### src/rtl/uart_pkg.sv
// Shared types and constants for the UART baud-rate controller slice.
// Preset table is only referenced when UART_BAUD_PRESET_EN is defined.
package uart_pkg;

    localparam int unsigned FREQ_W   = 12;
    localparam int unsigned LIMIT_W  = 16;
    localparam int unsigned SETTLE_W = 8;
    localparam int unsigned DRAIN_W  = 24;

    typedef enum logic [1:0] {
        ST_IDLE   = 2'd0,
        ST_DRAIN  = 2'd1,
        ST_APPLY  = 2'd2,
        ST_SETTLE = 2'd3
    } baud_state_e;

    typedef struct packed {
        logic [FREQ_W-1:0]  freq;
        logic [LIMIT_W-1:0] limit;
    } baud_cfg_t;

    // Generator settings for common rates with a 50 MHz clock
    localparam baud_cfg_t PRESET_9600   = '{freq: FREQ_W'(96),   limit: LIMIT_W'(31154)};
    localparam baud_cfg_t PRESET_19200  = '{freq: FREQ_W'(192),  limit: LIMIT_W'(31058)};
    localparam baud_cfg_t PRESET_57600  = '{freq: FREQ_W'(576),  limit: LIMIT_W'(30674)};
    localparam baud_cfg_t PRESET_115200 = '{freq: FREQ_W'(1152), limit: LIMIT_W'(30098)};

    function automatic baud_cfg_t preset_lookup(input logic [1:0] idx);
        case (idx)
            2'd0:    return PRESET_9600;
            2'd1:    return PRESET_19200;
            2'd2:    return PRESET_57600;
            default: return PRESET_115200;
        endcase
    endfunction

endpackage

### src/rtl/uart_baud_check.sv
// Combinational validity check of a requested baud_freq/baud_limit pair.
// With UART_BAUD_PRESET_EN, cfg_limit==0 selects a preset by cfg_freq[1:0].
module uart_baud_check
    import uart_pkg::*;
(
    input  logic [FREQ_W-1:0]  cfg_freq,
    input  logic [LIMIT_W-1:0] cfg_limit,
    output logic [FREQ_W-1:0]  freq_c,
    output logic [LIMIT_W-1:0] limit_c,
    output logic               valid_c
);

    baud_cfg_t cfg;

    always_comb begin
        cfg = '{freq: cfg_freq, limit: cfg_limit};
`ifdef UART_BAUD_PRESET_EN
        if (cfg_limit == '0) begin
            cfg = preset_lookup(cfg_freq[1:0]);
        end
`endif
        freq_c  = cfg.freq;
        limit_c = cfg.limit;
        // limit >= freq keeps ce_16 at or below half the clock rate
        valid_c = (cfg.freq != '0) && (cfg.limit >= LIMIT_W'(cfg.freq));
    end

endmodule

### src/rtl/uart_baud_ctrl.sv
// Run-time baud switch controller: validate, drain UART, apply atomically, settle.
// Optional preset table selected by UART_BAUD_PRESET_EN (see uart_baud_check).
module uart_baud_ctrl
    import uart_pkg::*;
#(
    parameter logic [FREQ_W-1:0]  RST_FREQ      = FREQ_W'(1152),
    parameter logic [LIMIT_W-1:0] RST_LIMIT     = LIMIT_W'(30098),
    parameter int unsigned        SETTLE_TICKS  = 32,
    parameter int unsigned        DRAIN_TIMEOUT = 1000000
) (
    input  logic               clock,
    input  logic               reset,
    input  logic               cfg_wr,
    input  logic [FREQ_W-1:0]  cfg_freq,
    input  logic [LIMIT_W-1:0] cfg_limit,
    input  logic               uart_idle,
    input  logic               ce_16,
    output logic [FREQ_W-1:0]  baud_freq,
    output logic [LIMIT_W-1:0] baud_limit,
    output logic               uart_hold,
    output logic               busy,
    output logic               cfg_done,
    output logic               cfg_err
);

    localparam logic [SETTLE_W-1:0] SETTLE_LAST = SETTLE_W'(SETTLE_TICKS);
    localparam logic [DRAIN_W-1:0]  DRAIN_LAST  = DRAIN_W'(DRAIN_TIMEOUT - 1);

    baud_state_e         state, state_nx;
    baud_cfg_t           pend, pend_nx;
    baud_cfg_t           baud, baud_nx;
    logic [SETTLE_W-1:0] settle_cnt, settle_cnt_nx;
    logic [DRAIN_W-1:0]  drain_cnt, drain_cnt_nx;
    logic                done_nx, err_nx;

    logic [FREQ_W-1:0]   chk_freq_c;
    logic [LIMIT_W-1:0]  chk_limit_c;
    logic                chk_valid_c;

    uart_baud_check u_check (
        .cfg_freq (cfg_freq),
        .cfg_limit(cfg_limit),
        .freq_c   (chk_freq_c),
        .limit_c  (chk_limit_c),
        .valid_c  (chk_valid_c)
    );

    always_ff @(posedge clock or posedge reset) begin
        if (reset) begin
            state      <= ST_IDLE;
            pend       <= '0;
            baud       <= '{freq: RST_FREQ, limit: RST_LIMIT};
            settle_cnt <= '0;
            drain_cnt  <= '0;
            busy       <= 1'b0;
            uart_hold  <= 1'b0;
            cfg_done   <= 1'b0;
            cfg_err    <= 1'b0;
        end else begin
            state      <= state_nx;
            pend       <= pend_nx;
            baud       <= baud_nx;
            settle_cnt <= settle_cnt_nx;
            drain_cnt  <= drain_cnt_nx;
            busy       <= (state_nx != ST_IDLE);
            uart_hold  <= (state_nx != ST_IDLE);
            cfg_done   <= done_nx;
            cfg_err    <= err_nx;
        end
    end

    always_comb begin
        state_nx      = state;
        pend_nx       = pend;
        baud_nx       = baud;
        settle_cnt_nx = settle_cnt;
        drain_cnt_nx  = drain_cnt;
        done_nx       = 1'b0;
        err_nx        = 1'b0;

        case (state)
            ST_IDLE: begin
                if (cfg_wr) begin
                    if (chk_valid_c) begin
                        pend_nx      = '{freq: chk_freq_c, limit: chk_limit_c};
                        drain_cnt_nx = '0;
                        state_nx     = ST_DRAIN;
                    end else begin
                        err_nx = 1'b1;
                    end
                end
            end
            ST_DRAIN: begin
                drain_cnt_nx = drain_cnt + DRAIN_W'(1);
                if (uart_idle) begin
                    state_nx = ST_APPLY;
                end else if (drain_cnt == DRAIN_LAST) begin
                    state_nx = ST_IDLE;
                    err_nx   = 1'b1;
                end
            end
            ST_APPLY: begin
                // Both generator inputs change on the same edge
                baud_nx       = pend;
                settle_cnt_nx = '0;
                state_nx      = ST_SETTLE;
            end
            ST_SETTLE: begin
                if (ce_16) begin
                    settle_cnt_nx = settle_cnt + SETTLE_W'(1);
                    if (settle_cnt + SETTLE_W'(1) == SETTLE_LAST) begin
                        state_nx = ST_IDLE;
                        done_nx  = 1'b1;
                    end
                end
            end
            default: state_nx = ST_IDLE;
        endcase

        // Requests during a switch are dropped and flagged
        if (cfg_wr && (state != ST_IDLE)) begin
            err_nx = 1'b1;
        end
    end

    assign baud_freq  = baud.freq;
    assign baud_limit = baud.limit;

endmodule

### config.mk
export PLATFORM = sky130hd
export DESIGN_NAME = uart_baud_ctrl
export DESIGN_NICKNAME = d
export VERILOG_FILES = /design/src/rtl/uart_pkg.sv /design/src/rtl/uart_baud_check.sv /design/src/rtl/uart_baud_ctrl.sv
export SDC_FILE = /design/constraint.sdc
export NUM_CORES = 1
export LEC_CHECK = 0
export ABC_AREA = 1
export BUFFER_PORTS_ARGS = -buffer_cell sky130_fd_sc_hd__clkbuf_2
export CORE_MARGIN = 5
export CORE_UTILIZATION = 50
export DETAILED_ROUTE_END_ITERATION = 6
export GPL_ROUTABILITY_DRIVEN = 1
export HOLD_SLACK_MARGIN = 0.15
export PLACE_DENSITY = 0.71
export SLEW_MARGIN = 25
export SYNTH_ARGS = -nofsm -noshare
export SYNTH_HDL_FRONTEND = slang
export SYNTH_SLANG_ARGS = --single-unit
### constraint.sdc
create_clock -name clock -period 5.7 [get_ports clock]
set_input_delay 1.14 -clock clock [delete_from_list [all_inputs] [get_ports clock]]
set_output_delay 1.14 -clock clock [all_outputs]
set_load 0.05 [all_outputs]
==> impl_metrics.env, run 1 <==
export IMPL_die_h_um=109
export IMPL_initial_core_util=0.509
export IMPL_peakVddDrop_v=0.000213
export IMPL_p_total_mw=2.64
export IMPL_critical_path_class="input port to flip-flop"
export IMPL_r2r_slack_ns=3.67
export IMPL_port_buffers=64
export IMPL_diodes=0
export IMPL_worst_pin_slew_ns=0.878
export IMPL_hold_class="flip-flop to flip-flop"
export IMPL_cts_path_max_buffers=2
export IMPL_drc=0
export IMPL_cts_tree="built"
export IMPL_critPathSlowestCell="nand3_4"
export IMPL_drtAntennaViolNets=0
export IMPL_clkLatencyLatePin_ns=0.36
export IMPL_yosysSeqAreaShare=0.474
export IMPL_crit_fanout=58
export IMPL_min_to="pend[1]"
export IMPL_r2r_cells=6
export IMPL_p_leak_nw=2.73
export IMPL_antenna_found_initial=0
export IMPL_area_growth_pct=12.3
export IMPL_fin_nets=650
export IMPL_synthTopCellsByArea="dfrtp_1 42%, nand2_1 8.0%, nand3_1 6.5%"
export IMPL_ys_seq_elements=93
export IMPL_synth_common_cells="105 x nand2_1, 83 x dfrtp_1, 64 x nand3_1, 49 x inv_1, 35 x nor2_1"
export IMPL_htree_levels=3
export IMPL_syn_inst=543
export IMPL_setup_viol=0
export IMPL_die_area_um2=12000
export IMPL_yosys_area_top_type="dfrtp_1"
export IMPL_r2r_end="pend[15]"
export IMPL_io_pins=65
export IMPL_synth_area_um2=4930
export IMPL_min_period_ns=2.88
export IMPL_dp_cells=725
export IMPL_maxCapViolations=0
export IMPL_final_util=0.572
export IMPL_fin_crit_sh=0.506
export IMPL_grt_usage=0.185
export IMPL_clockRootBuffer="clkbuf_8"
export IMPL_cp_required_ns=5.92
export IMPL_fp_row_count=36
export IMPL_rsz0062_at_grt="no"
export IMPL_path_buf_inv=2
export IMPL_drt_iter0_drc=151
export IMPL_arrival_ns=3.10
export IMPL_yosys_warnings=0
export IMPL_cp_end_kind="flip-flop"
export IMPL_status="finished clean"
export IMPL_place_area_um2=5330
export IMPL_synth_most_common_cell="nand2_1"
export IMPL_place_congestion=0.874
export IMPL_rr_startpoint="state[1]"
export IMPL_worstPathCellList="clkbuf_2, inv_1, ha_1, nand2_1, nor2_1, nor2_1, nand2_1, nand2_1, nand2_1, nand2_2, nand2_4, nand3_4, nand2_1, o21ai_1"
export IMPL_clock_skew_ns=0.00849
export IMPL_drive_gt1_frac=0.332
export IMPL_die_w_um=109
export IMPL_min_from="pend[1]"
export IMPL_fmax_mhz=347
export IMPL_ctsResizeCount=0
export IMPL_post_drt_wl_per_cell_um=14.1
export IMPL_slew_violations=0
export IMPL_max_slew_margin=0.415
export IMPL_syn_nets=590
export IMPL_final_cells=741
export IMPL_postSynth_asyncResetShare=1.00
export IMPL_fillers=847
export IMPL_coreArea_um2=9680
export IMPL_synth_distinct_cells=42
export IMPL_crit_top_cell="nand2_1"
export IMPL_finalSetupTns_ns=0
export IMPL_cpPeakStageDelay_ns=0.63
export IMPL_fin_area_um2=5540
export IMPL_post_cts_setup_buffers=0
export IMPL_yosys_area_top_type_share=0.421
export IMPL_p_per_area_nw_per_um2=477
export IMPL_min_path_cells=2
export IMPL_postCtsHoldBufs=0
export IMPL_dpl_hpwl_um=7590
export IMPL_cts_buffers=9
export IMPL_hold_viol_final=0
export IMPL_clkSinkCount=93
export IMPL_synth_edf_count=0
export IMPL_cp_start_kind="input port"
export IMPL_syn_area_per_cell_um2=9.08
export IMPL_grt_max_degree=59
export IMPL_grt_pass1_vias=3659
export IMPL_synth_ff_type="dfrtp_1"
export IMPL_routed_wl_um=10500
export IMPL_routed_via_count=3824
export IMPL_clk_pin_slew_worst_paths_ns=0.09
export IMPL_grt_overflow_total=0
export IMPL_first_pass_iters=5
export IMPL_critical_path_top_delay_family="simple AND/OR/NAND/NOR gates"
export IMPL_vias_per_cell=5.16
export IMPL_grt_pass1_wl_um=17500
## sequential cells by signal, summed over array words and instances (netlist names)
signal / count
settle_cnt: 8
drain_cnt: 24
pend: 28
cfg_err: 1
state: 2
cfg_done: 1
baud_limit: 16
busy: 1
baud_freq: 12
## report_power, final
part / internal [mW] / switching [mW]
sequential: 0.943 / 0.214
clock: 0.241 / 0.231
combinational: 0.343 / 0.669
## cell families (layout without fill, tap and decap cells)
family	after synthesis	in the layout	share of synthesized area
flip-flops	93	93	0.474
AO/OA/AOI/OAI	49	49	0.0670
AND/OR/NAND/NOR	276	276	0.279
buffers and inverters	76	141	0.0675
adder cells (fa/ha/maj)	14	14	0.0355
multiplexers	28	28	0.0639
XOR/XNOR	7	7	0.0124
## layout by cell type, fill, tap and decap left out, types with 2 or more instances in the layout
cell and instances:
nand2_1 105, dfrtp_1 83, nand3_1 64, clkbuf_2 64, inv_1 48, nor2_1 35, mux2_2 28, nand2_2 26
o21ai_2 20, ha_1 14, clkbuf_8 12, o21ai_1 11, nand4_1 10, dfstp_2 10, inv_2 8, or2_2 8
a21oi_1 7, o21ai_0 6, xor2_1 6, nor2_2 5, nor3_2 4, nor4_2 3, nand3_2 3, nand3b_1 3
buf_4 3, nor2_4 2, o22ai_1 2, clkbuf_1 2
## tightest hold or removal path: cells and delay by family (launching register included)
family,cells,cell delay (ns)
AO/OA/AOI/OAI,1,0.04
flip-flops,1,0.36
AND/OR/NAND/NOR,1,0.06
## routing by layer
| layer | track usage | up-vias | part of all wire |
|---|---|---|---|
| met1 | 0.235 | 1851 | 0.44 |
| met2 | 0.318 | 71 | 0.50 |
| li1 | - | 1892 | - |
| met3 | 0.0311 | 10 | 0.040 |
| met4 | 0.0686 | 0 | 0.013 |
| met5 | 0 | - | 0 |
## worst max path at each step
stage	start	endpoint	slack [ns]	cells past startpoint
2_1_floorplan	reset	baud_freq[0]	2.16	1
3_3_place_gp	cfg_freq[3]	pend[22]	2.53	14
3_5_place_dp	cfg_freq[2]	pend[2]	2.44	14
4_1_cts	cfg_freq[2]	pend[2]	2.83	14
5_1_grt	cfg_freq[3]	pend[24]	2.55	14
6_report	cfg_freq[2]	pend[15]	2.82	14
## metrics by stage
stage	hold WS, ns	setup WS, ns
after global routing	0.507	2.55
after detailed placement	0.472	2.44
after global placement	0.468	2.53
final	0.491	2.82
after CTS	0.495	2.83
after floorplan	0.455	2.16
## area by class of cell
class                           count  area, um^2  area share
Clock buffer                       14         173      0.0312
Tap cell                          133         166      0.0300
Timing Repair Buffer               67         343      0.0619
Inverter                           58         219      0.0395
Sequential cell                    93        2340       0.422
Multi-Input combinational cell    374        2260       0.408
Clock inverter                      2        38.8     0.00700
(Power assumes the default switching activity.)
==> inputs of run 2 (changes only) <==
--- a/config.mk
+++ b/config.mk
@@ -12,7 +12,7 @@
 export DETAILED_ROUTE_END_ITERATION = 6
 export GPL_ROUTABILITY_DRIVEN = 1
 export HOLD_SLACK_MARGIN = 0.15
-export PLACE_DENSITY = 0.71
+export PLACE_DENSITY = 0.73
 export SLEW_MARGIN = 25
 export SYNTH_ARGS = -nofsm -noshare
 export SYNTH_HDL_FRONTEND = slang
==> constraint.sdc (replaced) <==
create_clock -name clock -period 2.4 [get_ports clock]
set_input_delay 0.48 -clock clock [delete_from_list [all_inputs] [get_ports clock]]
set_output_delay 0.48 -clock clock [all_outputs]
set_load 0.05 [all_outputs]
==> run 2 against run 1 <==
Combinational power is 140% higher. Wire length is 0.22% higher. Highest routed layer unchanged. Final cell count is 0.81% higher. Clock power is 120% higher. Flip-flop and latch count stayed put.
==> impl_metrics.env, run 2 (synthesis gave the netlist of run 1 again) <==
export IMPL_dp_slack_ns=0.285
export IMPL_p_leak_nw=2.76
export IMPL_cts_buffers=9
export IMPL_io_pins=65
export IMPL_power_frac_clock=0.169
export IMPL_postLayoutSetupSlackWorst_ns=0.657
export IMPL_routed_wl_um=10500
export IMPL_clkSinkCount=93
export IMPL_clkLatencyLatePin_ns=0.37
export IMPL_drtAntennaViolNets=0
export IMPL_status="finished clean"
export IMPL_first_pass_iters=5
export IMPL_p_comb_frac=0.390
export IMPL_initial_core_util=0.509
export IMPL_final_cells=747
export IMPL_slew_violations=0
export IMPL_p_switching_mw=2.67
export IMPL_die_area_um2=12000
export IMPL_port_buffers=64
export IMPL_routed_via_count=3808
export IMPL_finalSetupTns_ns=0
export IMPL_dpl_hpwl_um=7760
export IMPL_fp_row_count=36
export IMPL_pwr_share_seq=0.441
export IMPL_hold_viol_final=0
export IMPL_clock_skew_ns=0.0111
export IMPL_drt_iter0_drc=159
export IMPL_htree_levels=3
export IMPL_final_common_cell="nand2_1"
export IMPL_peakVddDrop_v=0.000674
export IMPL_crit_fanout=24
export IMPL_coreArea_um2=9680
export IMPL_dp_cells=731
export IMPL_antenna_found_initial=0
export IMPL_final_cell_mix="105 x nand2_1, 83 x dfrtp_1, 64 x nand3_1, 64 x clkbuf_2, 48 x inv_1"
export IMPL_rsz0062_at_grt="no"
export IMPL_min_period_ns=1.74
export IMPL_grt_pass1_wl_um=17700
export IMPL_sw_frac_of_total=0.428
export IMPL_worst_pin_slew_ns=0.603
export IMPL_fin_nets=656
export IMPL_cts_path_max_buffers=2
export IMPL_arrival_ns=2.06
export IMPL_maxCapViolations=0
export IMPL_cp_required_ns=2.71
export IMPL_largest_register_ffs=28
export IMPL_post_cts_setup_buffers=0
export IMPL_setup_viol=0
export IMPL_p_int_mw=3.57
export IMPL_regMostFlops="pend"
export IMPL_area_growth_pct=14.0
export IMPL_p_per_area_nw_per_um2=1110
export IMPL_grt_overflow_total=0
export IMPL_die_w_um=109
export IMPL_cp_start_kind="input port"
export IMPL_post_drt_wl_per_cell_um=14.0
export IMPL_max_slew_margin=0.597
export IMPL_cts_tree="built"
export IMPL_ctsResizeCount=0
export IMPL_cp_end_kind="flip-flop"
export IMPL_postCtsHoldBufs=0
export IMPL_clk_pin_slew_worst_paths_ns=0.09
export IMPL_fmax_mhz=574
export IMPL_critical_path_class="input port to flip-flop"
export IMPL_vias_per_cell=5.10
export IMPL_diodes=0
export IMPL_fin_crit_sh=0.726
export IMPL_grt_pass1_vias=3743
export IMPL_hold_class="input port to async pin"
export IMPL_place_congestion=0.909
export IMPL_drive_gt1_frac=0.342
export IMPL_grt_max_degree=34
export IMPL_grt_usage=0.191
export IMPL_drc=0
export IMPL_clockRootBuffer="clkbuf_8"
export IMPL_die_h_um=109
==> run 2: layout make-up <==
cell class / instances / area [um^2]
timing repair buffer: 73 / 438
inverter: 58 / 221
clock inverter: 7 / 75.1
multi-input combinational: 374 / 2260
sequential: 93 / 2340
fill: 873 / 4060
tap: 133 / 166
clock buffer: 9 / 124
==> run 2: critical path: stages <==
cell	delay (ns)
clkbuf_2	0.10
inv_1	0.07
ha_1	0.31
nand2_1	0.09
nor2_1	0.05
nor2_1	0.08
nand2_1	0.06
nand2_1	0.06
nand2_1	0.08
nand2_2	0.09
nand2_4	0.06
nand3_2	0.06
buf_4	0.28
nand3_1	0.12
nand2_1	0.07
==> run 2: routing by layer <==
layer | GRT usage | vias to the layer above | wire [um]
met5 | 0 | - | 0
met4 | 0.0846 | 0 | 237
met3 | 0.0323 | 19 | 554
met2 | 0.313 | 95 | 5060
met1 | 0.249 | 1784 | 4630
li1 | - | 1910 | -
==> run 2: worst paths after layout <==
check | end | start | slack (ns) | cells past startpoint
worst max-delay path | drain_cnt[5] | cfg_freq[3] | 0.66 | 15
worst min-delay path | pend[5] | reset | 0.17 | 2
worst max register to register | drain_cnt[16] | drain_cnt[0] | 0.77 | 8
worst min register to register | pend[4] | pend[4] | 0.49 | 2
max in group asynchronous | baud_limit[7] | reset | 1.59 | 3
min in group clock | pend[0] | cfg_limit[0] | 0.36 | 3
==> run 2: power by group through the flow <==
stage	logic (mW)	clock network, mW	registers (mW)
6_report	2.43	1.05	2.75
5_1_grt	2.65	1.16	2.85
4_1_cts	2.47	1.10	2.76
3_5_place_dp	2.46	0	2.78
3_3_place_gp	2.39	0	2.75
2_1_floorplan	1.21	0	3.40
==> run 2: per-stage QoR <==
step	hold WS [ns]	power [mW]	area, um^2	util
finish	0.165	6.24	5620	0.581
floorplan	0.455	4.61	4940	-
global placement	0.465	5.14	5430	0.560
detailed placement	0.472	5.24	5430	0.560
CTS	0.173	6.33	5620	0.581
global route	0.194	6.66	5620	0.581
